===== config.mk =====
export PLATFORM = sky130hd
export DESIGN_NAME = bit_serial_alu_ctrl
export DESIGN_NICKNAME = d
export VERILOG_FILES = /design/src/rtl/bit_serial_alu_ctrl.sv
export SDC_FILE = /design/constraint.sdc
export NUM_CORES = 1
export LEC_CHECK = 0
export CORE_ASPECT_RATIO = 1.2
export CORE_MARGIN = 8
export CORE_UTILIZATION = 53
export DETAILED_ROUTE_END_ITERATION = 8
export MAX_ROUTING_LAYER = met4
export PLACE_DENSITY = 0.91
export SYNTH_ARGS = -nofsm -noshare
export SYNTH_HDL_FRONTEND = slang
export SYNTH_SLANG_ARGS = --single-unit

===== constraint.sdc =====
create_clock -name clk -period 2.1 [get_ports clk]
set_input_delay 0.315 -clock clk [delete_from_list [all_inputs] [get_ports clk]]
set_output_delay 0.315 -clock clk [all_outputs]
set_load 0.1 [all_outputs]

===== src/rtl/bit_serial_alu_ctrl.sv =====
`default_nettype none
// ============================================================================
// Module   : bit_serial_alu_ctrl
// Purpose  : Bit-serial ALU sequencer. Runs a full-width AND/OR/XOR/ADD/SUB
//            one bit per clock, LSB first, through a 1-bit result slice.
//            Uses a start/busy/done handshake toward the control unit.
// Ports    : clk       - system clock, rising edge
//            rst_n     - synchronous active-low reset
//            i_start   - request, accepted only in IDLE
//            i_op      - 000 AND, 001 OR, 010 ADD, 101 XOR, 110 SUB
//            i_a, i_b  - operands, captured on accept
//            o_busy    - high in RUN and DONE
//            o_done    - one-cycle pulse, result/flags valid
//            o_result  - result, held until the next accept
//            o_cout    - ADD carry / SUB not-borrow, 0 for logic ops
//            o_zero    - result == 0
//            o_err     - last accepted op was illegal
// Revision : 1.0 - initial release
// ============================================================================
module bit_serial_alu_ctrl #(
   parameter int WIDTH = 24,
   parameter int CNT_W = 5
) (
   input  logic             clk,
   input  logic             rst_n,
   input  logic             i_start,
   input  logic [2:0]       i_op,
   input  logic [WIDTH-1:0] i_a,
   input  logic [WIDTH-1:0] i_b,
   output logic             o_busy,
   output logic             o_done,
   output logic [WIDTH-1:0] o_result,
   output logic             o_cout,
   output logic             o_zero,
   output logic             o_err
);

   localparam logic [2:0] c_OP_AND = 3'b000;
   localparam logic [2:0] c_OP_OR  = 3'b001;
   localparam logic [2:0] c_OP_ADD = 3'b010;
   localparam logic [2:0] c_OP_XOR = 3'b101;
   localparam logic [2:0] c_OP_SUB = 3'b110;

   localparam logic [CNT_W-1:0] c_LAST = CNT_W'(WIDTH - 1);

   typedef enum logic [1:0] {
      S_IDLE = 2'd0,
      S_RUN  = 2'd1,
      S_DONE = 2'd2
   } state_t;

   state_t           r_state;
   state_t           w_state_next;

   logic [WIDTH-1:0] r_a;
   logic [WIDTH-1:0] r_b;
   logic [WIDTH-1:0] r_res_sh;
   logic [2:0]       r_op;
   logic [CNT_W-1:0] r_cnt;
   logic             r_carry;
   logic [WIDTH-1:0] r_result;
   logic             r_cout;
   logic             r_zero;
   logic             r_err;

   logic             w_legal;
   logic             w_arith;
   logic             w_ai;
   logic             w_bi;
   logic             w_bit;
   logic             w_carry_next;
   logic             w_last;
   logic [WIDTH-1:0] w_res_next;

   // Legality is judged on the incoming opcode; the captured r_op is
   // therefore always one of the five legal codes.
   always_comb begin
      w_legal = 1'b0;
      case (i_op)
         c_OP_AND, c_OP_OR, c_OP_ADD, c_OP_XOR, c_OP_SUB: w_legal = 1'b1;
         default:                                         w_legal = 1'b0;
      endcase
   end

   // 1-bit result slice. SUB is a + ~b + 1: B inverted, carry seeded to 1.
   assign w_arith      = (r_op == c_OP_ADD) || (r_op == c_OP_SUB);
   assign w_ai         = r_a[0];
   assign w_bi         = r_b[0] ^ (r_op == c_OP_SUB);
   assign w_carry_next = (w_ai & w_bi) | (w_ai & r_carry) | (w_bi & r_carry);

   always_comb begin
      w_bit = 1'b0;
      case (r_op)
         c_OP_AND: w_bit = w_ai & w_bi;
         c_OP_OR:  w_bit = w_ai | w_bi;
         c_OP_XOR: w_bit = w_ai ^ w_bi;
         default:  w_bit = w_ai ^ w_bi ^ r_carry;
      endcase
   end

   // New bit enters at the MSB; after WIDTH shifts the first bit sits at LSB.
   assign w_res_next = {w_bit, r_res_sh[WIDTH-1:1]};
   assign w_last     = (r_cnt == c_LAST);

   // ---------------------------------------------------------------------
   // FSM state register
   // ---------------------------------------------------------------------
   always_ff @(posedge clk) begin
      if (!rst_n) r_state <= S_IDLE;
      else        r_state <= w_state_next;
   end

   // ---------------------------------------------------------------------
   // FSM next state / outputs
   // ---------------------------------------------------------------------
   always_comb begin
      w_state_next = r_state;
      o_busy       = 1'b0;
      o_done       = 1'b0;
      case (r_state)
         S_IDLE: begin
            if (i_start) w_state_next = w_legal ? S_RUN : S_DONE;
         end
         S_RUN: begin
            o_busy = 1'b1;
            if (w_last) w_state_next = S_DONE;
         end
         S_DONE: begin
            o_busy       = 1'b1;
            o_done       = 1'b1;
            w_state_next = S_IDLE;
         end
         default: w_state_next = S_IDLE;
      endcase
   end

   // ---------------------------------------------------------------------
   // Datapath
   // ---------------------------------------------------------------------
   always_ff @(posedge clk) begin
      if (!rst_n) begin
         r_a      <= '0;
         r_b      <= '0;
         r_res_sh <= '0;
         r_op     <= '0;
         r_cnt    <= '0;
         r_carry  <= 1'b0;
         r_result <= '0;
         r_cout   <= 1'b0;
         r_zero   <= 1'b0;
         r_err    <= 1'b0;
      end else begin
         case (r_state)
            S_IDLE: begin
               if (i_start) begin
                  if (w_legal) begin
                     r_a     <= i_a;
                     r_b     <= i_b;
                     r_op    <= i_op;
                     r_cnt   <= '0;
                     r_carry <= (i_op == c_OP_SUB);
                     r_err   <= 1'b0;
                  end else begin
                     // Illegal op: flags are final immediately, operands untouched.
                     r_err    <= 1'b1;
                     r_result <= '0;
                     r_cout   <= 1'b0;
                     r_zero   <= 1'b1;
                  end
               end
            end
            S_RUN: begin
               r_a      <= r_a >> 1;
               r_b      <= r_b >> 1;
               r_res_sh <= w_res_next;
               r_cnt    <= r_cnt + 1'b1;
               if (w_arith) r_carry <= w_carry_next;
               // Publish on the final bit so the values are valid during DONE.
               if (w_last) begin
                  r_result <= w_res_next;
                  r_cout   <= w_arith & w_carry_next;
                  r_zero   <= (w_res_next == '0);
               end
            end
            default: ;
         endcase
      end
   end

   assign o_result = r_result;
   assign o_cout   = r_cout;
   assign o_zero   = r_zero;
   assign o_err    = r_err;

endmodule
`default_nettype wire


; ---- Yosys cells after proc, flatten, opt, wreduce, memory -nomap -nowiden
; Cells that the tools add are included.
[totals]
out_inout_bits = 29
word_cells = 86
inputBits = 54
regBits = 110
[op_classes]
n_addsub = 1
n_reduce_logical = 14
muxes = 34
bitwise = 10
n_eq_ne = 16
[ops]
columns = operator, n
row1 = 2-to-1 mux 24 bit, 7
row2 = one-hot mux 24 bit (2 select lines), 3
row3 = zero test 24 bit, 1
row4 = 2-to-1 mux 1 bit, 13
row5 = "== test 3 bit, second input constant", 4
row6 = 2-to-1 mux 5 bit, 2
row7 = "!= test 2 bit, second input constant", 5
row8 = one-hot mux 5 bit (2 select lines), 1
row9 = AND reduction 4 bit, 2
row10 = "== test 3 x 1 -> 1 bit, second input constant", 2
row11 = "== test 3 x 2 -> 1 bit, second input constant", 2
row12 = zero test 3 bit, 2
row13 = 2-to-1 mux 2 bit, 3
row14 = one-hot mux 1 bit (2 select lines), 3
row15 = AND reduction 3 bit, 2
row16 = "adder 5 x 1 -> 5 bit, second input constant", 1
row17 = "== test 5 bit, second input constant", 1
row18 = OR reduction 5 bit, 1
row19 = bitwise AND 1 bit, 4
row20 = one-hot mux 2 bit (2 select lines), 1
row21 = AND reduction 2 bit, 2
row22 = OR 1 bit, 3
row23 = one-hot mux 1 bit (3 select lines), 1
row24 = XOR 1 bit, 3
row25 = other kinds (6), 6

; ---- Depth between registers and ports, before layout
[depth]
word_depth = 8
depth_mapped = 11
mapped_depth_nobuf = 11

; ---- Least setup slack after synthesis
; No wires, ideal clock.
[synth_timing]
path_kind = register -> register
startpoint = register r_op[1]
endpoint = register r_zero (netlist: o_zero)
stages_incl_launch_ff = 12
setup_time_ps = 125
synth_period_minus_slack_ps = 1964
path_buffers = 0
arrival_time_ps = 1839
setup_slack_ps = 136
t_required_ps = 1975
path_cell_list = dfxtp_1 > inv_1 > nor2_1 > nand2_1 > xnor2_1 > inv_1 > ha_1 > nand2b_1 > nand3_1 > a311oi_1 > nand3b_1 > a21boi_0
[synth_between]
elab_chain_cells = 8
word_cells_on_any_way = 13
cone_classes = eq/ne: 3 / mux: 3 / bitwise: 5 / reduce/logical: 2
[synth_rtl]
columns = element, line
row1 = from (decl), 58  ; logic [2:0] r_op;
row2 = from (signal assigned), 159  ; r_op <= i_op;
row3 = == test 3 bit, 88  ; assign w_bi = r_b[0] ^ (r_op == c_OP_SUB);
row4 = XOR 1 bit, 88
row5 = XOR 1 bit, "96, 97"
row6 = XOR 1 bit, 97  ; default: w_bit = w_ai ^ w_bi ^ r_carry;
row7 = one-hot mux 1 bit (3 select lines) (*), 93  ; case (r_op)
row8 = zero test 24 bit (*), 182  ; r_zero <= (w_res_next == '0);
row9 = 2-to-1 mux 1 bit (*), 179  ; if (w_last) begin
row10 = one-hot mux 1 bit (2 select lines) (*), 153  ; case (r_state)
row11 = to (signal assigned), 182
row12 = to (decl), 63  ; logic r_zero;
; Every way passes the cells marked *; elsewhere a longest branch is shown, timed or not. The select of a mux whose other input is x is not followed.
; A chain may end at the register's enable or synchronous reset.

; ---- Worst setup path in the final report
; Ends and elaborated chain as after synthesis.

==> flow_metrics.py <==
metrics = {
    "yosys": {
        "synth_most_common_cell": "dfxtp_1",
        "synth_mux_area_share_pct": 14.8,
        "synth-adder-area-share_pct": 1.96,
        "synth-edff-count": 0,
        "synth-simple-area-share_pct": 16.5,
        "synthArstFlopShare_pct": 0,
        "yosys_warnings": 0,
        "synth_top_family_by_area": "compound AO/OA/AOI/OAI gates",
        "ys_seq_area_share_pct": 44.9,
        "syn-cell-area_um2": 4860,
        "synth-compound-area-share_pct": 17.1,
        "syn-num-nets": 562,
        "synth_ff_type": "dfxtp_1",
        "syn_inst": 501,
        "ys_top_cells_by_area": "dfxtp_1, mux2i_1, o211a_1",
        "synth_cell_type_count": 40,
        "synth_seq_cells": 109,
        "synthDominantCellAreaShare_pct": 44.9,
        "synth_xor_area_share_pct": 0.720,
        "syn_area_per_cell_um2": 9.71,
        "synth_largest_area_cell": "dfxtp_1",
        "synth_common_cells": "dfxtp_1, nand2_1, mux2i_1",
    },
    "finish": {
        "drive_gt1_share_pct": 13.3,
        "final_area_um2": 6090,
        "areaGrowthSynthToFinish_pct": 25.1,
        "final_nets": 641,
        "n_fill_cell": 656,
        "diodes": 0,
    },
    "sta": {
        "final.setup_skew_ps": 8.36,
        "worstMarginPinSlew_ps": 530,
        "min_period_over_period_pct": 96.8,
        "fmax_ghz": 0.492,
        "setup_viol": 0,
        "max_slew_margin_pct": 64.7,
        "fin_ws_ps": 66.9,
        "finalSetupTns_ps": 0,
        "hold_viol_final": 0,
        "fin_crit_ps": 2030,
        "final_max_slew_viol_count": 0,
    },
    "drt": {
        "drt_pre_antenna_iters": 4,
        "drt_wl_total_um": 10700,
        "drc": 0,
        "antenna_left": 0,
        "vias": 3858,
        "vias_per_cell": 5.47,
        "initialDrtViolationCount": 112,
        "wl_per_cell_um": 15.2,
    },
    "place": {
        "hpwl_um": 7800,
        "place.gp.congestion": 0.859,
        "place_ws_ps": -85.8,
        "dpl-instance-area_um2": 5870,
        "portBuffers": 82,
    },
    "clock_network": {
        "cts_tree": "yes",
        "cts_root_buf": "clkbuf_8",
        "h-tree-depth": 3,
        "cts_sinks": 109,
        "cts_buffer_depth": 2,
        "clock_latency_ps": 360,
        "cts_hold_buffers": 0,
        "clkTransAtPathRegs_ps": 90,
        "cts_made_buffers": 9,
    },
    "floorplan": {
        "die_y_um": 121,
        "die_area_um2": 12500,
        "start_util_pct": 54.1,
        "coreArea_um2": 8990,
        "ios": 83,
        "fp.dieW_um": 103,
        "rows": 38,
    },
    "global_route": {
        "grt_pass1_wl_um": 17800,
        "grt_pass1_vias": 3806,
        "antenna_found_initial": 0,
        "track_usage_pct": 18.0,
        "grt_start_max_net_pins": 66,
        "grt_overflow": 0,
    },
    "pwr": {
        "ir_drop_mv": 0.527,
        "leakagePower_nw": 2.62,
        "powerDensity_nw_per_um2": 739,
        "finalPower_mw": 4.50,
    },
    "worst_setup_path": {
        "cp_max_fo": 3,
        "arrival_ps": 2330,
        "cp-start-kind": "register",
        "ff2ff_setup_slack_ps": 70,
        "end_kind": "register",
        "critical_path_required_ps": 2400,
        "critPathKind": "reg -> reg",
    },
    "status": {
        "status": "finished clean",
    },
    "worst_hold_path": {
        "hold_path.class": "in -> reg",
    },
    "flow_run": {
        "cap_violations": 0,
    },
}
[state kept, by name, summed over array words and instances (netlist names), 2 cells and up]
name,flops
o_result,24
r_a,24
r_b,24
r_cnt,5
r_op,3
r_res_sh,23
r_state,2
[layout by cell type, fill, tap and decap left out, types with 10 or more instances in the layout]
cell             count
clkbuf_8            10
dfxtp_1            108
nand3_1             26
buf_4               46
clkdlybuf4s50_1     52
nand2_1             82
a21boi_0            22
mux2i_1             72
o211a_1             46
nor2b_1             26
[critical path, stage by stage, from the launching register on]
cell and delay (ps):
dfxtp_2 340, inv_1 80, nor2_2 140, nand2_2 110, xnor2_4 190, fa_1 460
a21oi_1 160, a311oi_2 50, buf_4 150, nand3b_1 140, a21boi_1 130
[cells by family (layout without fill, tap and decap cells)]
group / Yosys count / after routing
simple gates: 165 / 165
flops: 109 / 109
compound gates: 98 / 98
mux: 72 / 72
buf+inv: 46 / 130
fa+ha+maj: 7 / 7
xor+xnor: 4 / 4
[where the power goes]
group          internal (mW)  total, mW  leakage, nW  switching [mW]
registers               2.22       2.31        0.889          0.0956
logic                  0.500       1.04         1.65           0.544
clock network          0.467       1.14       0.0836           0.674
total                   3.18       4.50         2.62            1.31
[metal layers]
layer / routed length, um / GRT usage, % / vias up
met4: 178 / 5.80 / 0
li1: - / - / 1920
met1: 4680 / 21.3 / 1829
met3: 512 / 3.79 / 21
met5: 0 / - / -
met2: 5310 / 29.6 / 88
[area by class of cell]
cell class                      instances  area [um^2]  area share [%]
Clock buffer                           13          149            2.45
Clock inverter                          3         21.3           0.350
Inverter                                8         30.0           0.493
Multi-Input combinational cell        346         2540            41.8
Sequential cell                       109         2180            35.9
Tap cell                              120          150            2.47
Timing Repair Buffer                  106         1010            16.6
[final timing paths]
check | cells past startpoint | end | from
setup / recovery | 10 | o_zero | r_op[1]
setup reg to reg | 10 | o_zero | r_op[1]
hold / removal | 2 | r_b[3] | rst_n
hold reg to reg | 2 | o_result[5] | o_result[5]
[repair_timing]
item	4_1_cts	5_1_grt
setup buffers	1	0
resized for setup	2	7
setup endpoints to repair	3	12
pin swaps	2	1
[stage by stage]
step	instances	hold slack (ps)	util, %
floorplan	501	458	-
global placement	688	444	65.4
detailed placement	688	455	65.4
CTS	705	378	67.5
global route	705	416	67.7
finish	705	393	67.7
No activity file was read; power rests on OpenSTA's default activity.
